<file path="src/rtl/mips_pkg.sv">
// mips_pkg: shared constants and load-type codes for the MIPS datapath.
//   DATA_W  - datapath width
//   REG_AW  - register-number width
//   load_type_e - encoding of the load width/extension carried down the pipe
package mips_pkg;

    localparam int DATA_W = 32;
    localparam int REG_AW = 5;

    typedef enum logic [2:0] {
        LT_LW  = 3'b000,
        LT_LB  = 3'b001,
        LT_LBU = 3'b010,
        LT_LH  = 3'b011,
        LT_LHU = 3'b100
    } load_type_e;

endpackage

</file>
<file path="src/rtl/load_extract.sv">
// load_extract: combinational byte/halfword lane select and extension for
// loads, plus alignment check.
//   load_type_i - load type code (unknown codes behave as LW)
//   byte_off_i  - address[1:0] of the load
//   rdata_i     - raw aligned memory word
//   data_o      - extracted, extended load value
//   misalign_o  - access is not naturally aligned for its width
module load_extract
    import mips_pkg::*;
#(
    parameter int DATA_W = mips_pkg::DATA_W
) (
    input  logic [2:0]        load_type_i,
    input  logic [1:0]        byte_off_i,
    input  logic [DATA_W-1:0] rdata_i,
    output logic [DATA_W-1:0] data_o,
    output logic              misalign_o
);

    logic [7:0]  byte_sel;
    logic [15:0] half_sel;

    // Little-endian lanes: byte lane = offset, halfword lane = offset[1].
    assign byte_sel = rdata_i[{byte_off_i, 3'b000} +: 8];
    assign half_sel = byte_off_i[1] ? rdata_i[31:16] : rdata_i[15:0];

    always_comb begin
        data_o     = rdata_i;
        misalign_o = 1'b0;
        case (load_type_i)
            LT_LB: begin
                data_o = {{(DATA_W-8){byte_sel[7]}}, byte_sel};
            end
            LT_LBU: begin
                data_o = {{(DATA_W-8){1'b0}}, byte_sel};
            end
            LT_LH: begin
                data_o     = {{(DATA_W-16){half_sel[15]}}, half_sel};
                misalign_o = byte_off_i[0];
            end
            LT_LHU: begin
                data_o     = {{(DATA_W-16){1'b0}}, half_sel};
                misalign_o = byte_off_i[0];
            end
            default: begin
                data_o     = rdata_i;
                misalign_o = (byte_off_i != 2'b00);
            end
        endcase
    end

endmodule

</file>
<file path="src/rtl/mem_wb_stage.sv">
// mem_wb_stage: MEM/WB pipeline register. Captures memory-stage results,
// selects the writeback value, and drives the register-file write port.
//   clock, reset_n        - clock, async active-low reset
//   in_valid/stall/flush  - pipeline control
//   in_regwrite, in_memtoreg, in_load_type, in_byte_off,
//   in_alu_result, in_mem_rdata, in_rd - MEM-stage instruction fields
//   RegWrite/WriteReg/WriteData - register-file write port
//   fwd_valid/fwd_reg/fwd_data  - bypass bus for same-cycle readers
//   misalign      - one-cycle pulse when a misaligned load is dropped
//   retire_count  - number of committed register writes (wrapping)
module mem_wb_stage #(
    parameter int DATA_W = mips_pkg::DATA_W,
    parameter int REG_AW = mips_pkg::REG_AW,
    parameter int CNT_W  = 32
) (
    input  logic              clock,
    input  logic              reset_n,
    input  logic              in_valid,
    input  logic              stall,
    input  logic              flush,
    input  logic              in_regwrite,
    input  logic              in_memtoreg,
    input  logic [2:0]        in_load_type,
    input  logic [1:0]        in_byte_off,
    input  logic [DATA_W-1:0] in_alu_result,
    input  logic [DATA_W-1:0] in_mem_rdata,
    input  logic [REG_AW-1:0] in_rd,
    output logic              RegWrite,
    output logic [REG_AW-1:0] WriteReg,
    output logic [DATA_W-1:0] WriteData,
    output logic              fwd_valid,
    output logic [REG_AW-1:0] fwd_reg,
    output logic [DATA_W-1:0] fwd_data,
    output logic              misalign,
    output logic [CNT_W-1:0]  retire_count
);

    logic              valid_q;
    logic              regwrite_q;
    logic              done_q;
    logic              misalign_q;
    logic [REG_AW-1:0] rd_q;
    logic [DATA_W-1:0] result_q;
    logic [CNT_W-1:0]  retire_q;

    logic [DATA_W-1:0] load_data;
    logic              load_misalign;
    logic              bad_load;
    logic              valid_d;
    logic              regwrite_d;
    logic [DATA_W-1:0] result_d;
    logic              commit;

    load_extract #(
        .DATA_W (DATA_W)
    ) u_load_extract (
        .load_type_i (in_load_type),
        .byte_off_i  (in_byte_off),
        .rdata_i     (in_mem_rdata),
        .data_o      (load_data),
        .misalign_o  (load_misalign)
    );

    // Alignment only matters when the load data is actually the result.
    assign bad_load   = in_memtoreg & load_misalign;
    assign valid_d    = in_valid & ~flush;
    assign result_d   = in_memtoreg ? load_data : in_alu_result;
    // r0 is hardwired zero: never written and never counted as a retire.
    assign regwrite_d = in_regwrite & ~bad_load & (in_rd != '0);

    // done_q marks that the held instruction already had its write cycle,
    // so a long stall still produces exactly one write pulse.
    assign commit = valid_q & regwrite_q & ~done_q;

    always_ff @(posedge clock or negedge reset_n) begin
        if (!reset_n) begin
            valid_q    <= 1'b0;
            regwrite_q <= 1'b0;
            done_q     <= 1'b0;
            misalign_q <= 1'b0;
            rd_q       <= '0;
            result_q   <= '0;
            retire_q   <= '0;
        end else begin
            misalign_q <= 1'b0;
            if (!stall) begin
                valid_q    <= valid_d;
                regwrite_q <= regwrite_d;
                rd_q       <= in_rd;
                result_q   <= result_d;
                done_q     <= 1'b0;
                misalign_q <= valid_d & bad_load;
            end else if (flush) begin
                valid_q <= 1'b0;
            end else begin
                done_q <= valid_q;
            end
            if (commit) begin
                retire_q <= retire_q + CNT_W'(1);
            end
        end
    end

    assign RegWrite     = commit;
    assign WriteReg     = rd_q;
    assign WriteData    = result_q;
    assign fwd_valid    = valid_q & regwrite_q;
    assign fwd_reg      = rd_q;
    assign fwd_data     = result_q;
    assign misalign     = misalign_q;
    assign retire_count = retire_q;

endmodule

</file>
<file path="config.mk">
export PLATFORM = sky130hd
export DESIGN_NAME = mem_wb_stage
export DESIGN_NICKNAME = d
export VERILOG_FILES = /design/src/rtl/mips_pkg.sv /design/src/rtl/load_extract.sv /design/src/rtl/mem_wb_stage.sv
export SDC_FILE = /design/constraint.sdc
export NUM_CORES = 1
export LEC_CHECK = 0
export CORE_UTILIZATION = 44
export CTS_BUF_LIST = sky130_fd_sc_hd__clkbuf_4
export CTS_CLUSTER_SIZE = 14
export DETAILED_ROUTE_END_ITERATION = 8
export GPL_ROUTABILITY_DRIVEN = 0
export PLACE_DENSITY_LB_ADDON = 0.15
export SETUP_SLACK_MARGIN = 0.3
export SYNTH_ARGS = -nofsm -noshare
export SYNTH_HDL_FRONTEND = slang
export SYNTH_SLANG_ARGS = --single-unit
</file>
<file path="constraint.sdc">
create_clock -name clock -period 2.34 [get_ports clock]
set_clock_uncertainty 0.05 [all_clocks]
set_input_delay 0.351 -clock clock [delete_from_list [all_inputs] [get_ports clock]]
set_output_delay 0.351 -clock clock [all_outputs]
set_load 0.02 [all_outputs]
</file>
==> metrics.txt, run 1 <==
crit path launch type=register; EDFF count, synth=0; top post-synthesis cells by area=dfrtp_1 42%, a21oi_1 7.6%, buf_4 6.6%; total gr overflow=0; outcome=complete, but fails checks; Core Util, Final=between 60% and 70%; Synth Cell Area=between 0.004 and 0.005 sq mm; Routed WL=12.2 mm; number of global-route vias before repair=3974; CTS tree=done; Cell variety after synth=52; peak supply drop=~0.28 mV; RSZ-0062 raised after global routing=true; dpl cell area=approximately 0.0062 sq mm; DR WL/cell=~16 um; critical path class=reg2out; cell count after synthesis=slightly below 500; Clock Tree Root=clkbuf_4; clk sinks=73; TritonCTS Buffers=9; worst relative slew slack=about two fifths; DR top layer=met4; HP Class=in2async; Area Overhead vs Synth=46.0%; DR vias=between 4000 and 5000; Reg clk slew, reported paths=0.13 ns; Die Width=101 um; initial antenna violation count=0; Ports=190; maxcap violations=0; WP buf/inv=1; Least-Margin Pin Slew=0.927 ns; DRT Pass-1 Iters=6; fill count=roughly 770; Clk Latency, worst-skew pair=~0.43 ns; Synth Flop Type=dfrtp_1; first-pass GRT wire length=approximately 20 mm; failing checks=negative hold slack; fin worst setup slack=0.388 ns; Nets=722; Starting DRT DRC Count=205; worst endpoint data arrival time=between 1.5 and 2 ns; Worst EP required=1.94 ns; Initial Utilization=46.1%; worst hold margin=-0.0321 ns; HPWL Detailed=between 9 and 10 mm; DRC=0; yosys warns=0; Max Clk Rate=~0.51 GHz; Yosys top cell area share=between 40 and 50%; Synth Net Count=567; die footprint=approximately 0.010 sq mm; Post-synth top cells=73 x dfrtp_1, 66 x a21oi_1, 59 x nor2_1; Slowest cell on crit path=dfrtp_1; final worst path period share=83.4%; Clock Tree Buf Depth=2; syn_area_per_cell=8.95 sq um; fraction of layout cells with a size suffix above 1=around a tenth; Seq/Total Area, Yosys=between 40% and 50%; pre-CTS setup slack=0.0560 ns; largest net degree at the start of global routing=74; Largest stage delay, worst path=approximately 0.45 ns; WL met3=approximately 830 um; cell with the most instances after synthesis=dfrtp_1; P_leak=approximately 2.7 nW; crit path cell chain=and2_1, nor2b_1, clkdlybuf4s15_1; met2 WL=about 6.0 mm; Yosys reg bits=73; M1 WL=5.13 mm; CP Capture Type=output pin; Core ar.=roughly 0.0094 sq mm; post-route ant nets=0; Slew Viols, Final=0; CP delay by family, top=flip-flops; asr flop ratio synth=100%; min Tclk post-route=approximately 2.0 ns; Setup Fix Bufs, Post-CTS=0; PortBufs=189; Overall Global Routing Usage=24.6%; Die Y=101 um; num rows=35; final setup fails=0; Via density=roughly 5.3; Power Dens Cells=between 500 and 600 mW/mm^2; leading area contributor after synthesis=dfrtp_1; design area=roughly 0.0063 sq mm; final count of hold timing violations=13; Antenna Cells=0; worst-path fanout max=4; H-tree levels=3; setup_tns=0 ns
==> registers in the layout, indices dropped and copies added, names as in the netlist <==
register	flops
WriteData	32
WriteReg	5
done_q	1
misalign	1
regwrite_q	1
retire_count	32
valid_q	1
==> routing by layer <==
| layer | vias to the layer above | global-route usage, % |
|---|---|---|
| met5 | - | 0 |
| met4 | 0 | 8.92 |
| met3 | 22 | 3.66 |
| met2 | 203 | 41.9 |
| met1 | 1920 | 31.8 |
| li1 | 1958 | - |
==> logic make-up (layout without fill, tap and decap cells) <==
group | after synthesis | in the layout | synth area share, %
xor gates and xnor gates | 34 | 34 | 6.86
DFF | 73 | 73 | 42.1
buffers and inverters | 78 | 237 | 10.3
AOI/OAI and AO/OA | 114 | 114 | 15.4
muxes | 16 | 16 | 4.61
and+or+nand+nor | 169 | 169 | 20.4
adders and majority gates | 1 | 1 | 0.288
==> final cells by class <==
class                           instances  area (sq um)  share of cell area [%]
Inverter                               13          48.8                   0.770
Multi-Input combinational cell        334          2080                    32.9
Clock buffer                            9          67.6                    1.07
Clock inverter                          6          90.1                    1.42
Tap cell                              129           161                    2.55
Sequential cell                        73          1830                    28.8
Timing Repair Buffer                  209          2060                    32.5
==> cells in the final DEF, fill, tap and decap left out, drive strengths merged, types with 12 or more instances in the layout <==
master	count
xor2	21
mux2	12
nor3	15
clkdlybuf4s50	185
nand2	37
o21ai	18
inv	15
nand3	13
xnor2	13
buf	22
dfrtp	73
a21oi	67
nor2	59
==> what timing repair did <==
item | in CTS | in global routing
gates resized for setup | 2 | 4
hold buffers | 0 | 0
setup endpoints to repair | 2 | 10
pin swaps | 0 | 1
==> power breakdown <==
part	switching, mW	internal (mW)	leakage [nW]
Combinational	0.551	0.567	1.66
Sequential	0.111	1.36	0.940
Clock	0.480	0.433	0.0828
==> final timing paths <==
kind | startpoint | endpoint | slack (ns) | cells past startpoint
min in group clock | stall | WriteData[19] | 0.43 | 4
max in group asynchronous | reset_n | WriteData[10] | 1.63 | 1
worst max register to register | retire_count[2] | retire_count[31] | 0.40 | 5
worst min-delay path | reset_n | retire_count[24] | -0.03 | 1
worst max-delay path | valid_q | RegWrite | 0.39 | 3
worst min register to register | retire_count[31] | retire_count[31] | 0.43 | 1
==> stage by stage <==
stage / cells / total power, mW
6_report: 773 / 3.50
5_1_grt: 773 / 3.66
4_1_cts: 773 / 3.52
3_5_place_dp: 758 / 2.62
3_3_place_gp: 758 / 2.60
2_1_floorplan: 485 / 2.09
Note: power is estimated with default switching activity, not from simulation.
==> run 2: changes to the inputs <==
--- a/config.mk
+++ b/config.mk
@@ -5,7 +5,7 @@
 export SDC_FILE = /design/constraint.sdc
 export NUM_CORES = 1
 export LEC_CHECK = 0
-export CORE_UTILIZATION = 44
+export CORE_UTILIZATION = 40
 export CTS_BUF_LIST = sky130_fd_sc_hd__clkbuf_4
 export CTS_CLUSTER_SIZE = 14
 export DETAILED_ROUTE_END_ITERATION = 8
==> constraint.sdc (replaced) <==
create_clock -name clock -period 1.7 [get_ports clock]
set_clock_uncertainty 0.05 [all_clocks]
set_input_delay 0.255 -clock clock [delete_from_list [all_inputs] [get_ports clock]]
set_output_delay 0.255 -clock clock [all_outputs]
set_load 0.02 [all_outputs]
==> run 2 against run 1 <==
  * The flow finishes with violations (negative setup slack)
  * First-iteration DRC count up 21%
  * Worst hold slack better by 0.21 ns
  * Die area increased by 9.8%
  * Final area up 19%
  * Sequential power grew 38%
  * Critical path depth increased by 2
==> metrics.txt, run 2 (same netlist as run 1, synthesis figures left out) <==
outcome=complete, but fails checks; failing checks=negative setup slack; fraction of layout cells with a size suffix above 1=about 46%; register area=0.00184 sq mm; multi-input combinational cell area=around 0.0025 sq mm; critical path class=reg2reg; Starting DRT DRC Count=249; fill count=about 760; Initial Utilization=41.7%; Area Overhead vs Synth=74.1%; Max Clk Rate=0.545 GHz; Power Dens Cells=~660 mW/mm^2; CTS tree=done; Via density=between 5 and 6; Nets=~840; Die Width=~110 um; Core Util, Final=between 70 and 80%; num rows=37; HP Class=in2reg; dpl cell area=about 0.0068 sq mm; worst-path fanout max=7; setup_tns=-1.35 ns; Core ar.=around 0.010 sq mm; Routed WL=about 16 mm; Worst EP required=around 2.0 ns; Reg clk slew, reported paths=roughly 0.13 ns; initial antenna violation count=1; fin worst setup slack=-0.133 ns; final setup fails=20; Least-Margin Pin Slew=about 0.49 ns; DR WL/cell=17.3 um; largest net degree at the start of global routing=between 70 and 80; HPWL Detailed=10.7 mm; maxcap violations=0; post-route ant nets=0; final worst path period share=108%; total gr overflow=0; min Tclk post-route=~1.8 ns; DRC=0; Clock Tree Buf Depth=2; grt met1 use=between 30% and 40%; Slew Viols, Final=0; Clk Latency, worst-skew pair=0.42 ns; RSZ-0062 raised after global routing=true; Most Crowded Layer GR=met2; worst relative slew slack=roughly two thirds; most frequent cells in the layout=89 x buf_6, 80 x buf_4, 73 x buf_2; peak supply drop=between 0.4 and 0.5 mV; number of global-route vias before repair=4773; commonest non-fill, non-tap cell in the layout=buf_6; DR vias=around 4700; TritonCTS Buffers=9; design area=0.00756 sq mm; worst endpoint data arrival time=~2.1 ns; PortBufs=approximately 190; die footprint=around 0.011 sq mm; crit path launch type=register; final count of hold timing violations=0; Overall Global Routing Usage=between 20% and 30%; DRT Pass-1 Iters=4; Clock Tree Root=clkbuf_4; clk sinks=73; GRT met3 Usage=2.88%; P_leak=about 3.8 nW; H-tree levels=3; pre-CTS setup slack=-0.527 ns; first-pass GRT wire length=about 24 mm; CP Capture Type=register; Die Y=roughly 110 um; Ports=190; met2 usage=between 40% and 50%
run 2: timing repair:
item	4_1_cts	5_1_grt
hold endpoints to repair	29	0
cloned	1	0
hold buffers	1	0
setup endpoints to repair	169	91
pin swaps	21	17
resized for setup	593	36
setup buffers	46	22
run 2: through the flow:
step / hold WS [ns] / std cells / total power [mW]
CTS: 0.170 / 876 / 4.90
global placement: 0.162 / 812 / 3.77
global route: 0.182 / 899 / 5.22
finish: 0.176 / 899 / 4.99
floorplan: -0.0906 / 485 / 2.95
detailed placement: 0.170 / 812 / 3.82
run 2: cell type report:
| type | instances | share of cell area [%] |
|---|---|---|
| inverters | 13 | 0.646 |
| clock buffers | 10 | 0.993 |
| well taps | 136 | 2.25 |
| flip-flops and latches | 73 | 24.3 |
| clock inverters | 6 | 0.579 |
| diodes | 1 | 0.0331 |
| multi-input cells | 334 | 33.0 |
| repair buffers | 326 | 38.2 |
run 2: power breakdown:
part / switching, mW / leakage, nW / total, mW / internal [mW]
sequential: 0.145 / 0.930 / 2.03 / 1.88
clock: 0.676 / 0.0667 / 0.998 / 0.323
combinational: 0.953 / 2.80 / 1.97 / 1.01
total: 1.77 / 3.79 / 4.99 / 3.22
run 2: final timing paths:
kind	from	endpoint	slack [ns]	cells after the start
worst max-delay path	done_q	retire_count[31]	-0.13	5
worst min register to register	retire_count[22]	retire_count[22]	0.48	1
worst min-delay path	in_mem_rdata[31]	WriteData[31]	0.18	4
max in group asynchronous	reset_n	WriteData[6]	0.70	3
min in group asynchronous	reset_n	retire_count[22]	0.26	2
worst max register to register	done_q	retire_count[31]	-0.13	5
run 2: worst max-delay path, stage by stage (launching register included):
cell      delay, ns
dfrtp_1        0.42
nand4b_4       0.19
or4_4          0.59
buf_4          0.19
nor4_4         0.17
xor2_1         0.16
run 2: routing by layer:
| metal | routed length (um) | part of all wire, % |
|---|---|---|
| met1 | 5990 | 38 |
| met2 | 8270 | 53 |
| met3 | 808 | 5.2 |
| met4 | 497 | 3.2 |
| met5 | 0 | 0 |
==> run 3: changes to the inputs <==
--- a/config.mk
+++ b/config.mk
@@ -5,6 +5,7 @@
 export SDC_FILE = /design/constraint.sdc
 export NUM_CORES = 1
 export LEC_CHECK = 0
+export CAP_MARGIN = 20
 export CORE_UTILIZATION = 40
 export CTS_BUF_LIST = sky130_fd_sc_hd__clkbuf_4
 export CTS_CLUSTER_SIZE = 14
@@ -14,4 +15,5 @@
 export SETUP_SLACK_MARGIN = 0.3
 export SYNTH_ARGS = -nofsm -noshare
 export SYNTH_HDL_FRONTEND = slang
+export SYNTH_HIERARCHICAL = 1
 export SYNTH_SLANG_ARGS = --single-unit
==> run 3 against run 2 <==
  * The run now ends clean
  * Worst hold slack improved by 0.0030 ns
  * Combinational power fell by 11%
  * Clock power up 14%
  * Final area down 4.6%
  * Register-to-register slack improved by 0.20 ns
  * Power down 0.97%
  * Clock-buffer cell count stayed put
  * Non-clock buffer count down 30
  * Critical path type unchanged
  * Critical endpoint is now retire_count[24]
  * Largest power group unchanged
==> metrics.txt, run 3 <==
outcome=complete, no violations; peak supply drop=around 0.79 mV; worst relative slew slack=70.5%; final count of hold timing violations=0; design area=a little over 0.007 sq mm; TritonCTS Buffers=9; crit path launch type=register; Clock Tree Root=clkbuf_4; final setup fails=0; HP Class=in2reg; cell count after placement=about 800; Die Y=around 110 um; critical path class=reg2reg; yosys warns=6; Synth Cell Area=0.00449 sq mm; dpl cell area=between 0.006 and 0.007 sq mm; Tot Pwr=about 4.9 mW; Reg2Reg Setup Slack=0.07 ns; total gr overflow=0; Ports=190; Reg clk slew, reported paths=~0.14 ns; Nets=just under 800; worst hold margin=~0.18 ns; cell count after synthesis=around 460; initial antenna violation count=0; P_leak=3.77 nW; Worst EP required=2.01 ns; num rows=38; Power Dens Cells=approximately 700 mW/mm^2; Cell variety after synth=48; number of global-route vias before repair=4452; Slew Viols, Final=0; Die Width=around 110 um; asr flop ratio synth=100%; Overall Global Routing Usage=between 20% and 30%; Initial Utilization=about two fifths; DRC=0; Synth Flop Type=dfrtp_1; Seq/Total Area, Yosys=between 40 and 50%; H-tree levels=3; Yosys top cell area share=between 40% and 50%; die footprint=roughly 0.012 sq mm; Starting DRT DRC Count=between 200 and 250; largest net degree at the start of global routing=between 50 and 60; CP Capture Type=register; clk sinks=73; commonest non-fill, non-tap cell in the layout=buf_2; maxcap violations=0; syn_area_per_cell=a little under 10 sq um; DR vias=approximately 4500; fraction of layout cells with a size suffix above 1=between 40% and 50%; Max Clk Rate=slightly above 0.6 GHz; min Tclk post-route=1.63 ns; Routed WL=approximately 15 mm; worst endpoint data arrival time=just under 2 ns; Via density=around 5.3; RSZ-0062 raised after global routing=true; top post-synthesis cells by area=dfrtp_1 41%, mux2i_1 8.9%, buf_4 6.3%; PortBufs=189; cell with the most instances after synthesis=dfrtp_1; Non-Filler Instances=around 850; worst-path fanout max=6; Antenna Cells=0; EDFF count, synth=0; Core ar.=0.0109 sq mm; leading area contributor after synthesis=dfrtp_1; Area Overhead vs Synth=60.4%; Least-Margin Pin Slew=0.442 ns; most frequent cells in the layout=93 x buf_2, 91 x buf_4, 68 x clkdlybuf4s50_1; Post-synth top cells=73 x dfrtp_1, 55 x nand2_1, 50 x o21ai_0; post-route ant nets=0; Clock Tree Buf Depth=2; HPWL Detailed=10.4 mm; Synth Net Count=around 540; DRT Pass-1 Iters=5; first-pass GRT wire length=roughly 23 mm; CTS tree=done; Yosys reg bits=73; DR WL/cell=17.6 um; Clk Latency, worst-skew pair=0.44 ns; final worst path period share=96.2%
[run 3: through the flow]
step                      setup TNS [ns]  setup slack, ns  util, %
after floorplan                    -2.29           -0.192        -
after global placement            -18.50           -0.631     63.2
after detailed placement          -19.54           -0.669     63.2
after CTS                              0           0.0768     63.8
after global routing             -0.0168          -0.0108     66.2
final                                  0           0.0653     66.2
[run 3: where the power goes]
group	total (mW)	switching (mW)	internal, mW
logic	1.75	0.902	0.844
registers	2.06	0.164	1.89
clock network	1.14	0.686	0.456
[run 3: logic make-up after synthesis]
group           share of synthesized area, %
fa+ha+maj                              0.501
simple gates                            15.4
xor+xnor                                6.43
flops                                   40.6
mux                                     10.9
buf+inv                                 10.8
compound gates                          15.3
[run 3: timing repair]
action                                  in CTS  in global routing
endpoints found under the setup margin     170                 87
endpoints found under the hold margin       27                  0
hold buffers                                 1                  0
resized for setup                          523                 65
pin swaps                                   24                 26
gates cloned                                 1                  1
setup buffers                               41                 10
[run 3: final cells by class]
class	count	area (sq um)
Clock inverter	6	57.6
Sequential cell	73	1860
Clock buffer	10	75.1
Inverter	14	52.6
Multi-Input combinational cell	310	2620
Timing Repair Buffer	296	2370
Tap cell	140	175
Fill cell	871	3680
[run 3: metal layers]
metal | global-route usage (%) | wire (um) | vias up
met5 | 0 | 0 | -
met2 | 40.8 | 7250 | 233
met3 | 5.06 | 1240 | 40
li1 | - | - | 2110
met1 | 32.7 | 6010 | 2149
met4 | 13.1 | 485 | 0
[run 3: critical path: stages, from the launching register on]
cell and delay [ns]:
dfrtp_2 0.46, ha_4 0.17, nand3_2 0.09, or2_4 0.27, buf_12 0.15, nor4_4 0.14, xor2_1 0.22
[run 3: path summary, 6_finish.rpt]
check,cells after the start,from,end
max,6,retire_count[0],retire_count[24]
min,3,stall,WriteData[21]
max reg2reg,6,retire_count[0],retire_count[24]
min reg2reg,1,retire_count[14],retire_count[14]
max in group asynchronous,3,reset_n,retire_count[5]
min in group asynchronous,2,reset_n,WriteData[5]
